File: src/rtl/pht_update_scheduler_pkg.sv
// PHT scheduler shared constants: counter encodings, FSM state codes
// and the saturating 2-bit counter step.
package pht_update_scheduler_pkg;

   localparam logic [1:0] PHT_CNT_WNT = 2'b01;
   localparam logic [1:0] PHT_CNT_SAT = 2'b11;

   localparam logic [1:0] PHS_INIT = 2'd0;
   localparam logic [1:0] PHS_IDLE = 2'd1;
   localparam logic [1:0] PHS_RD   = 2'd2;
   localparam logic [1:0] PHS_WR   = 2'd3;

   function automatic logic [1:0] pht_cnt_next(
      input logic [1:0] cnt,
      input logic       taken
   );
      if (taken)
         return (cnt == PHT_CNT_SAT) ? PHT_CNT_SAT
                                     : cnt + 2'd1;
      else
         return (cnt == 2'b00) ? 2'b00 : cnt - 2'd1;
   endfunction

endpackage

File: src/rtl/pht_update_scheduler_fifo.sv
// Resolved-branch update queue: {idx, taken} entries, pointer and
// count based, head visible combinationally.
module pht_update_scheduler_fifo #(
   parameter int DEPTH = 4,
   parameter int W     = 9
) (
   input  logic         clk,
   input  logic         resetn,
   input  logic         push,
   input  logic [W-1:0] din,
   input  logic         pop,
   output logic [W-1:0] head,
   output logic         full,
   output logic         empty
);

   localparam int AW    = $clog2(DEPTH);
   localparam int CNT_W = AW + 1;

   logic [W-1:0]     mem [DEPTH];
   logic [AW-1:0]    wr_ptr;
   logic [AW-1:0]    rd_ptr;
   logic [CNT_W-1:0] count;

   always_ff @(posedge clk) begin
      if (push)
         mem[wr_ptr] <= din;
   end

   always_ff @(posedge clk or negedge resetn) begin
      if (!resetn) begin
         wr_ptr <= '0;
         rd_ptr <= '0;
         count  <= '0;
      end else begin
         if (push)
            wr_ptr <= wr_ptr + 1'b1;
         if (pop)
            rd_ptr <= rd_ptr + 1'b1;
         case ({push, pop})
            2'b10:   count <= count + 1'b1;
            2'b01:   count <= count - 1'b1;
            default: ;
         endcase
      end
   end

   assign head  = mem[rd_ptr];
   assign full  = (count == CNT_W'(DEPTH));
   assign empty = (count == '0);

endmodule

File: src/rtl/pht_update_scheduler.sv
// Single-port PHT RAM arbiter: lookups own the port, queued training
// updates retire as read-modify-write in idle cycles after a table sweep.
module pht_update_scheduler #(
   parameter int IDX_W      = 8,
   parameter int FIFO_DEPTH = 4
) (
   input  logic             clk,
   input  logic             resetn,
   input  logic             lookup_req,
   input  logic [IDX_W-1:0] lookup_idx,
   output logic             lookup_dir,
   input  logic             upd_valid,
   output logic             upd_ready,
   input  logic [IDX_W-1:0] upd_idx,
   input  logic             upd_taken,
   output logic             ram_en,
   output logic             ram_we,
   output logic [IDX_W-1:0] ram_addr,
   output logic [1:0]       ram_wdata,
   input  logic [1:0]       ram_rdata,
   output logic             init_done,
   output logic             busy
);

   import pht_update_scheduler_pkg::*;

   logic [1:0]       state;
   logic [IDX_W-1:0] sweep_ptr;
   logic [1:0]       cnt_q;
   logic             lookup_q;

   logic [IDX_W:0]   head;
   logic [IDX_W-1:0] head_idx;
   logic             head_taken;
   logic             full;
   logic             empty;
   logic             push;
   logic             pop;

   pht_update_scheduler_fifo #(
      .DEPTH (FIFO_DEPTH),
      .W     (IDX_W + 1)
   ) u_fifo (
      .clk    (clk),
      .resetn (resetn),
      .push   (push),
      .din    ({upd_idx, upd_taken}),
      .pop    (pop),
      .head   (head),
      .full   (full),
      .empty  (empty)
   );

   assign head_idx   = head[IDX_W:1];
   assign head_taken = head[0];

   assign init_done  = (state != PHS_INIT);
   assign upd_ready  = init_done && !full;
   assign push       = upd_valid && upd_ready;
   assign pop        = (state == PHS_WR) && !lookup_req;
   assign busy       = (state != PHS_IDLE) || !empty;
   assign lookup_dir = lookup_q ? ram_rdata[1] : 1'b0;

   // Head stays queued until its write lands, so a following
   // same-index read always observes it.
   always_ff @(posedge clk or negedge resetn) begin
      if (!resetn) begin
         state     <= PHS_INIT;
         sweep_ptr <= '0;
         cnt_q     <= '0;
         lookup_q  <= 1'b0;
      end else begin
         lookup_q <= lookup_req;
         unique case (state)
            PHS_INIT: begin
               if (!lookup_req) begin
                  sweep_ptr <= sweep_ptr + 1'b1;
                  if (&sweep_ptr)
                     state <= PHS_IDLE;
               end
            end
            PHS_IDLE: begin
               if (!empty && !lookup_req)
                  state <= PHS_RD;
            end
            PHS_RD: begin
               cnt_q <= pht_cnt_next(ram_rdata, head_taken);
               state <= PHS_WR;
            end
            PHS_WR: begin
               if (!lookup_req)
                  state <= PHS_IDLE;
            end
            default: state <= PHS_INIT;
         endcase
      end
   end

   // Port mux; reset gating lets an in-flight write die immediately.
   always_comb begin
      ram_en    = 1'b0;
      ram_we    = 1'b0;
      ram_addr  = '0;
      ram_wdata = '0;
      if (resetn) begin
         if (lookup_req) begin
            ram_en   = 1'b1;
            ram_addr = lookup_idx;
         end else begin
            unique case (state)
               PHS_INIT: begin
                  ram_en    = 1'b1;
                  ram_we    = 1'b1;
                  ram_addr  = sweep_ptr;
                  ram_wdata = PHT_CNT_WNT;
               end
               PHS_IDLE: begin
                  if (!empty) begin
                     ram_en   = 1'b1;
                     ram_addr = head_idx;
                  end
               end
               PHS_WR: begin
                  ram_en    = 1'b1;
                  ram_we    = 1'b1;
                  ram_addr  = head_idx;
                  ram_wdata = cnt_q;
               end
               default: ;
            endcase
         end
      end
   end

endmodule
File: config.mk
export PLATFORM = sky130hd
export DESIGN_NAME = pht_update_scheduler
export DESIGN_NICKNAME = d
export VERILOG_FILES = /design/src/rtl/pht_update_scheduler_pkg.sv /design/src/rtl/pht_update_scheduler_fifo.sv /design/src/rtl/pht_update_scheduler.sv
export SDC_FILE = /design/constraint.sdc
export NUM_CORES = 1
export LEC_CHECK = 0
export BUFFER_PORTS_ARGS = -buffer_cell sky130_fd_sc_hd__buf_2
export CAP_MARGIN = 40
export CORE_UTILIZATION = 30
export DETAILED_ROUTE_END_ITERATION = 10
export HOLD_SLACK_MARGIN = 0.15
export PLACE_DENSITY = 0.57
export SYNTH_ARGS = -nofsm -noshare
export SYNTH_HDL_FRONTEND = slang
export SYNTH_SLANG_ARGS = --single-unit
File: constraint.sdc
create_clock -name clk -period 4.3 [get_ports clk]
set_input_delay 0.86 -clock clk [delete_from_list [all_inputs] [get_ports clk]]
set_output_delay 0.86 -clock clk [all_outputs]
set_load 0.05 [all_outputs]
* After elaboration in Yosys (flattened, before gate mapping)
Memory sizes are Yosys's and may differ from the RTL's. Cells that the tools add are included.
Word-level totals: output and inout bits 16, logic and storage cells 71, input bits 23, memories kept 1, register bits after elaboration 20, bits in writable memories 36
Memory list:
- u_fifo.mem | words 4, bits a word 9, read ports 1, clocked after memory_dff 0, write ports 1, line pht_update_scheduler_fifo.sv:20 | logic [W-1:0] mem [DEPTH];
Cells by class: multiplexer cells 26, bitwise operators 1, $add $sub $neg 7, eq/ne operators 12, reductions and logical operators 17
Operator list (count):
- $mux 8 | 3
- $pmux 8 s3 | 1
- $mux 2 | 9
- $mux 1 | 9
- $add 8x1->8 const B | 1
- $eq 2x2->1 const B | 4
- $ne 2x2->1 const B | 4
- $pmux 2 s4 | 1
- $reduce_and 8->1 | 1
- $add 2x1->2 const B | 3
- $pmux 3 s2 | 1
- $eq 2x1->1 const B | 2
- $logic_and 1x1->1 | 4
- $logic_not 2->1 | 2
- $pmux 2 s2 | 1
- $reduce_and 4->1 | 1
- $reduce_bool 2->1 | 2
- $add 3x1->3 const B | 1
- $eq 3x3->1 const B | 1
- $logic_not 1->1 | 3
- $logic_not 3->1 | 1
- $sub 3x1->3 const B | 1
- $ne 2x1->1 const B | 1
- $pmux 1 s2 | 1
- 5 further kinds | 5

* Logic depth before layout (Yosys ltp)
Gate-level depths: netlist of the first run.
depth in word-level cells 6, gate-level depth with buffers 12, mapped depth without buffers 12

* Modules after synthesis
A second synthesis of the first run with hierarchy kept.
Unflattened totals: cells, all modules 179, area total of the unflattened synthesis 2606.2 µm²
By module, submodules not included:
- pht_update_scheduler_fifo | area an instance 1699.1 µm², instances 1, sequential area each 1256.2 µm², cells an instance 83
- pht_update_scheduler | area an instance 907.1 µm², instances 1, sequential area each 325.3 µm², cells an instance 96

* Worst setup path before layout of the first run
OpenSTA, ideal clock, no wires.
path kind input to output, from in lookup_req, to out ram_addr[0], path buffers 2, data required time 3.440 ns, path slack 0.778 ns, arrival time 2.662 ns, stages on the path 4, path through clkbuf_1 -> buf_1 -> a21oi_1 -> nor3b_1
Between the ends: longest elaborated chain between the ends 2
RTL lines:
- start, declared | line pht_update_scheduler.sv:9 | input logic lookup_req,
- $mux 8 | line pht_update_scheduler.sv:106 | if (lookup_req) begin
- $mux 8 | line pht_update_scheduler.sv:105 | if (resetn) begin
- end, declared | line pht_update_scheduler.sv:18 | output logic [IDX_W-1:0] ram_addr,
No other way between the ends.

* Worst setup path after layout of the first run
from reg u_fifo.rd_ptr[0], to out ram_addr[5]
Between the ends: longest elaborated chain between the ends 5
RTL lines:
- start, declared | line pht_update_scheduler_fifo.sv:22 | logic [AW-1:0] rd_ptr;
- start signal, assigned | line pht_update_scheduler_fifo.sv:39 | rd_ptr <= rd_ptr + 1'b1;
- $mem_v2 4x9 *
- $mux 8 | line pht_update_scheduler.sv:118 | if (!empty) begin
- $pmux 8 s3 * | line pht_update_scheduler.sv:110 | unique case (state)
- $mux 8 * | line pht_update_scheduler.sv:106
- $mux 8 * | line pht_update_scheduler.sv:105
Mark *: on every way between the ends. The rest lies on a longest branch, timed or not.

==> results of run 1 <==
==> cell usage after synthesis, drive strengths merged <==
| cell type | instances | area share, % |
|---|---|---|
| o2bb2ai | 1 | 0.33 |
| maj3 | 2 | 0.76 |
| nand3b | 1 | 0.29 |
| nand4 | 3 | 0.71 |
| nand2b | 2 | 0.48 |
| nand2 | 7 | 1.0 |
| and2 | 5 | 1.2 |
| nor3 | 1 | 0.19 |
| xor2 | 6 | 2.0 |
| nor2b | 2 | 0.48 |
| ha | 12 | 5.7 |
| mux2 | 5 | 2.1 |
| nor3b | 8 | 2.3 |
| mux4 | 9 | 7.7 |
| buf | 3 | 0.62 |
| o31ai | 1 | 0.29 |
| inv | 10 | 1.4 |
| nor2 | 6 | 0.86 |
| dfrtp | 20 | 19 |
| o21ai | 1 | 0.19 |
| a222oi | 8 | 3.0 |
| nand4b | 1 | 0.33 |
| and4b | 1 | 0.38 |
| clkbuf | 5 | 0.71 |
| and3 | 1 | 0.24 |
| xnor2 | 7 | 2.3 |
| mux2i | 2 | 0.76 |
| a21oi | 12 | 2.3 |
| edfxtp | 36 | 41 |
| o21a | 1 | 0.29 |
| fa | 1 | 0.76 |
==> worst paths after layout <==
check / slack, ps / depth (start not counted) / to
setup / recovery: 1020 / 4 / ram_addr[5]
hold / removal: 510 / 1 / sweep_ptr[7]
setup reg to reg: 1490 / 12 / u_fifo.count[2]
hold reg to reg: 510 / 1 / sweep_ptr[7]
max in group asynchronous: 3360 / 1 / sweep_ptr[4]
min in group asynchronous: 540 / 1 / state[0]
==> cell type report <==
class	count	area [µm²]
Clock inverter	3	25.0
Multi-Input combinational cell	106	973
Sequential cell	56	1580
Timing Repair Buffer	38	190
Tap cell	105	131
Clock buffer	5	68.8
Fill cell	838	5330
Inverter	10	37.5
==> worst max-delay path, stage by stage, from the launching register on <==
cell and delay, ps:
dfrtp_1 780, mux4_2 610, a222oi_1 400, nor3b_1 90, buf_2 220
==> flip-flops by register name, summed over array words and instances, names as in the netlist <==
signal / count
u_fifo.wr_ptr: 2
state: 2
cnt_q: 2
u_fifo.count: 3
lookup_q: 1
u_fifo.rd_ptr: 2
u_fifo.mem: 36
sweep_ptr: 8
==> cell families after synthesis <==
logic type	Yosys count	synth area share (%)
DFF	56	60.2
adders and majority gates	15	7.24
buffers and inverters	18	2.76
and+or+nand+nor	38	8.43
muxes	16	10.6
AOI/OAI and AO/OA	24	6.43
xor gates and xnor gates	13	4.33
==> per-stage QoR <==
step,hold WS [ps],power (µW)
after floorplan,462,1470
final,511,1960
after global routing,526,2090
after global placement,489,1660
after CTS,516,1980
after detailed placement,492,1680
==> where the power goes <==
group	switching [µW]	total (µW)	internal, µW	leakage [µW]
Clock	187	307	119	0.0000452
Combinational	465	800	335	0.000563
Sequential	130	854	724	0.000574
==> per-layer routing <==
layer	part of all wire, %	GRT usage, %	wire length [µm]	vias up
met1	46	16.8	2390	779
li1	-	-	-	753
met3	4.4	2.55	227	5
met4	1.1	3.73	57	0
met5	0	0	0	-
met2	48	19.8	2510	36
==> reports/metrics.cfg, run 1 <==
[critical_path]
critPathCaptureType=output pin
critPathKind=flip-flop to output pin
cp_data_arrival_time_ps=2420
path_max_fanout=11
crit_start=u_fifo.rd_ptr[0]
start_kind=flip-flop
crit_required_ps=3440
reg2reg_from=state[0]

[clock_network]
cts_tree=done
clk-insertion-delay-late_ps=310
cts_hold_buffers=0
cts_inserted_buffers=5
clkTransAtPathRegs_ps=110
h-tree-depth=2
post_cts_buffers=0
cts_root_buf=clkbuf_8
cts-resized-gates=0
cts.sinks=56
cts_buffer_depth=2

[timing]
fin_skew_ps=7.37
relSlewSlack_pct=54.6
setup-violations-final=0
setup-tns-final_ps=0
hold_violations=0
finalCritPeriodShare_pct=76.2
fmax_mhz=305
drv_slew=0
worstMarginPinSlew_ps=681
rsz0062_at_grt=no
fin_ws_ps=1020
final.min_clock_period_ps=3280

[die]
core-area_um2=8340
rows=33
die_w_um=95.6
die_area_um2=9140
die_y_um=95.6
ioPinCount=39
initial_core_util_pct=31.5

[power_and_ir_drop]
irDropWorstVdd_v=0.000195
p_leak_uw=0.00118
p_per_area_nw_per_um2=652

[layout]
layout-drive-gt1-share_pct=27.5
layout_common_cells=buf_2, edfxtp_1, dfrtp_1, a21oi_1, ha_1
utilization_pct=36.1
insertedDiodeCount=0
final_cell_area_um2=3010
fin_cells=323
area_delta_synth_final_pct=14.5
layout_commonest_cell=buf_2
fin_nets=253

[placed_design]
post-place-ws_ps=1140
place.port_buffers=38
dpl_cell_area_um2=2910
place_congestion=0.775
placed_cells=315
hpwl_mm=3.70

[route]
drc=0
antenna_left=0
wire_per_inst_um=16.0
drt_iter0_drc=79
wirelength_mm=5.18
via_per_inst=4.87
via_count=1573
drt-pass1-iter-count=7

[global_routing]
antenna_found_initial=0
grt_pass1_vias=1556
grt_pass1_wl_mm=8.21
overflow=0
grt_max_degree=32
track_usage_pct=12.4

[logic_synthesis]
synthDistinctLibCells=33
synth_nets=216
yosys_register_bits=56
avgSynthCellArea_um2=14.6
yosysSeqAreaShare_pct=60.2
synthesis.area_um2=2630
yosysWarningCount=0
postSynthCellCount=180

[hold_path]
hold_path.class=flip-flop to flip-flop
min_from=sweep_ptr[7]

[status]
status=finished clean

[run]
drv_cap=0

Power figures use the tool's default switching activity.
==> inputs of run 2 (changes only) <==
--- a/config.mk
+++ b/config.mk
@@ -10,7 +10,7 @@
 export CORE_UTILIZATION = 30
 export DETAILED_ROUTE_END_ITERATION = 10
 export HOLD_SLACK_MARGIN = 0.15
-export PLACE_DENSITY = 0.57
+export PLACE_DENSITY = 0.59
 export SYNTH_ARGS = -nofsm -noshare
 export SYNTH_HDL_FRONTEND = slang
 export SYNTH_SLANG_ARGS = --single-unit
==> constraint.sdc (replaced) <==
create_clock -name clk -period 2.9 [get_ports clk]
set_input_delay 0.58 -clock clk [delete_from_list [all_inputs] [get_ports clk]]
set_output_delay 0.58 -clock clk [all_outputs]
set_load 0.05 [all_outputs]
==> run 2 against run 1 <==
  * Global-route usage is 0.28 points lower
  * Critical path depth is 1 higher
  * Core utilization is 1.3 points higher
  * Die area stayed put
  * Design area is 3.5% higher
==> reports/metrics.cfg, run 2 (same netlist as run 1, synthesis figures left out) <==
[hold_path]
hold_path.class=input pin to async pin

[global_routing]
track_usage_pct=12.1  ; -0.28 points
overflow=0  ; unchanged
antenna_found_initial=0  ; unchanged
grt_pass1_wl_mm=8.07  ; -1.8%
grt_pass1_vias=1533  ; -1.5%
grt_max_degree=25  ; -22%

[placed_design]
placed_cells=321  ; +1.9%
place.port_buffers=38  ; unchanged
place_congestion=0.745  ; -3.8%
dpl_cell_area_um2=3010  ; +3.3%
hpwl_mm=3.82  ; +3.1%

[route]
via_per_inst=4.71  ; -3.3%
wire_per_inst_um=15.4  ; -4.2%
drt_iter0_drc=80  ; +1.3%
wirelength_mm=5.05  ; -2.5%
antenna_left=0  ; unchanged
drt-pass1-iter-count=5  ; -2
via_count=1549  ; -1.5%
drc=0  ; unchanged

[power_and_ir_drop]
irDropWorstVdd_v=0.000253  ; +30%
p_leak_uw=0.00124  ; +4.5%
p_per_area_nw_per_um2=956  ; +47%

[timing]
drv_slew=0  ; unchanged
final.min_clock_period_ps=2700
finalCritPeriodShare_pct=93.0
fmax_mhz=371
setup-tns-final_ps=0  ; unchanged
setup-violations-final=0  ; unchanged
fin_skew_ps=11.3  ; +3.90 ps
whs_ps=195  ; -316 ps
relSlewSlack_pct=67.4  ; +13 points
rsz0062_at_grt=no
hold_violations=0  ; unchanged
worstMarginPinSlew_ps=489  ; -193 ps

[layout]
reg_top3=u_fifo.mem (36), sweep_ptr (8), u_fifo.count (3)
insertedDiodeCount=0  ; unchanged
layout_common_cells=buf_2, edfxtp_1, dfrtp_1, a21oi_1, ha_1
area_delta_synth_final_pct=18.5
fin_nets=259  ; +2.4%
fin_cells=329  ; +1.9%
largest_register=u_fifo.mem
largest_reg_flops=36  ; unchanged
final_cell_area_um2=3110  ; +3.5%
fillCellCount=810  ; -3.3%
layout_commonest_cell=buf_2
layout-drive-gt1-share_pct=33.9  ; +6.4 points

[clock_network]
cts_hold_buffers=0  ; unchanged
clkTransAtPathRegs_ps=110  ; about the same
post_cts_buffers=0  ; unchanged
cts_root_buf=clkbuf_8
cts_buffer_depth=2  ; unchanged
clk-insertion-delay-late_ps=320  ; about the same
h-tree-depth=2  ; unchanged
cts_tree=done
cts_inserted_buffers=5  ; unchanged
cts.sinks=56  ; unchanged

[critical_path]
cp_data_arrival_time_ps=2120  ; -300 ps
critPathKind=flip-flop to output pin
critPathCaptureType=output pin
crit_required_ps=2320  ; -1120 ps
start_kind=flip-flop
path_max_fanout=8  ; -3

[die]
core-area_um2=8340  ; unchanged
die_y_um=95.6  ; unchanged
ioPinCount=39  ; unchanged
die_area_um2=9140  ; unchanged
initial_core_util_pct=31.5  ; unchanged
die_w_um=95.6  ; unchanged
rows=33  ; unchanged

[run]
drv_cap=0  ; unchanged

[status]
status=finished clean

[run 2: changes by cell type in the layout (fill, tap and decap cells not counted), sizes merged]
cell | previous run | this run
clkinvlp | 1 | 0
inv | 12 | 13
buf | 38 | 44
[run 2: timing repair]
item,4_1_cts,5_1_grt
hold endpoints to repair,0,0
setup endpoints to repair,0,5
gates resized for setup,0,2
[run 2: area by class of cell]
class	count	area, µm²	share of cell area, %
tap	105	131	4.22
clock buffer	5	68.8	2.21
inverter	10	37.5	1.21
clock inverter	3	28.8	0.924
timing repair buffer	44	248	7.96
sequential	56	1580	50.8
multi-input combinational	106	1020	32.6
[run 2: where the power goes]
| part | switching [µW] | internal [µW] |
|---|---|---|
| Clock | 279 | 183 |
| Combinational | 717 | 553 |
| Sequential | 168 | 1080 |
[run 2: per-layer routing]
| layer | up-vias | part of all wire [%] | wire (µm) | GRT usage [%] |
|---|---|---|---|---|
| li1 | 761 | - | - | - |
| met4 | 0 | 1.0 | 53 | 4.23 |
| met5 | - | 0 | 0 | 0 |
| met3 | 4 | 5.0 | 253 | 3.75 |
| met1 | 747 | 50 | 2550 | 17.1 |
| met2 | 37 | 44 | 2200 | 17.4 |
[run 2: worst paths after layout]
| path | start | endpoint | slack [ps] | cells after the start |
|---|---|---|---|---|
| worst min-delay path | resetn | state[0] | 190 | 1 |
| worst max register to register | state[0] | u_fifo.count[2] | 600 | 13 |
| worst max-delay path | u_fifo.rd_ptr[0] | ram_addr[6] | 200 | 5 |
| max in group asynchronous | resetn | sweep_ptr[1] | 2220 | 2 |
| min in group clk | lookup_req | lookup_q | 470 | 1 |
| worst min register to register | sweep_ptr[7] | sweep_ptr[7] | 510 | 1 |
[run 2: through the flow]
| stage | power (µW) | utilization (%) | worst slack [ps] |
|---|---|---|---|
| finish | 2980 | 37.3 | 203 |
| global placement | 2530 | 36.1 | 481 |
| detailed placement | 2550 | 36.1 | 455 |
| floorplan | 2210 | - | 242 |
| CTS | 3000 | 37.3 | 85.2 |
| global route | 3180 | 37.3 | 19.0 |
[run 2: critical path, cell delays in order, from the launching register on]
cell      delay [ps]
dfrtp_2          460
buf_12           160
mux4_2           510
a222oi_1         360
nor3b_2           80
buf_2            220
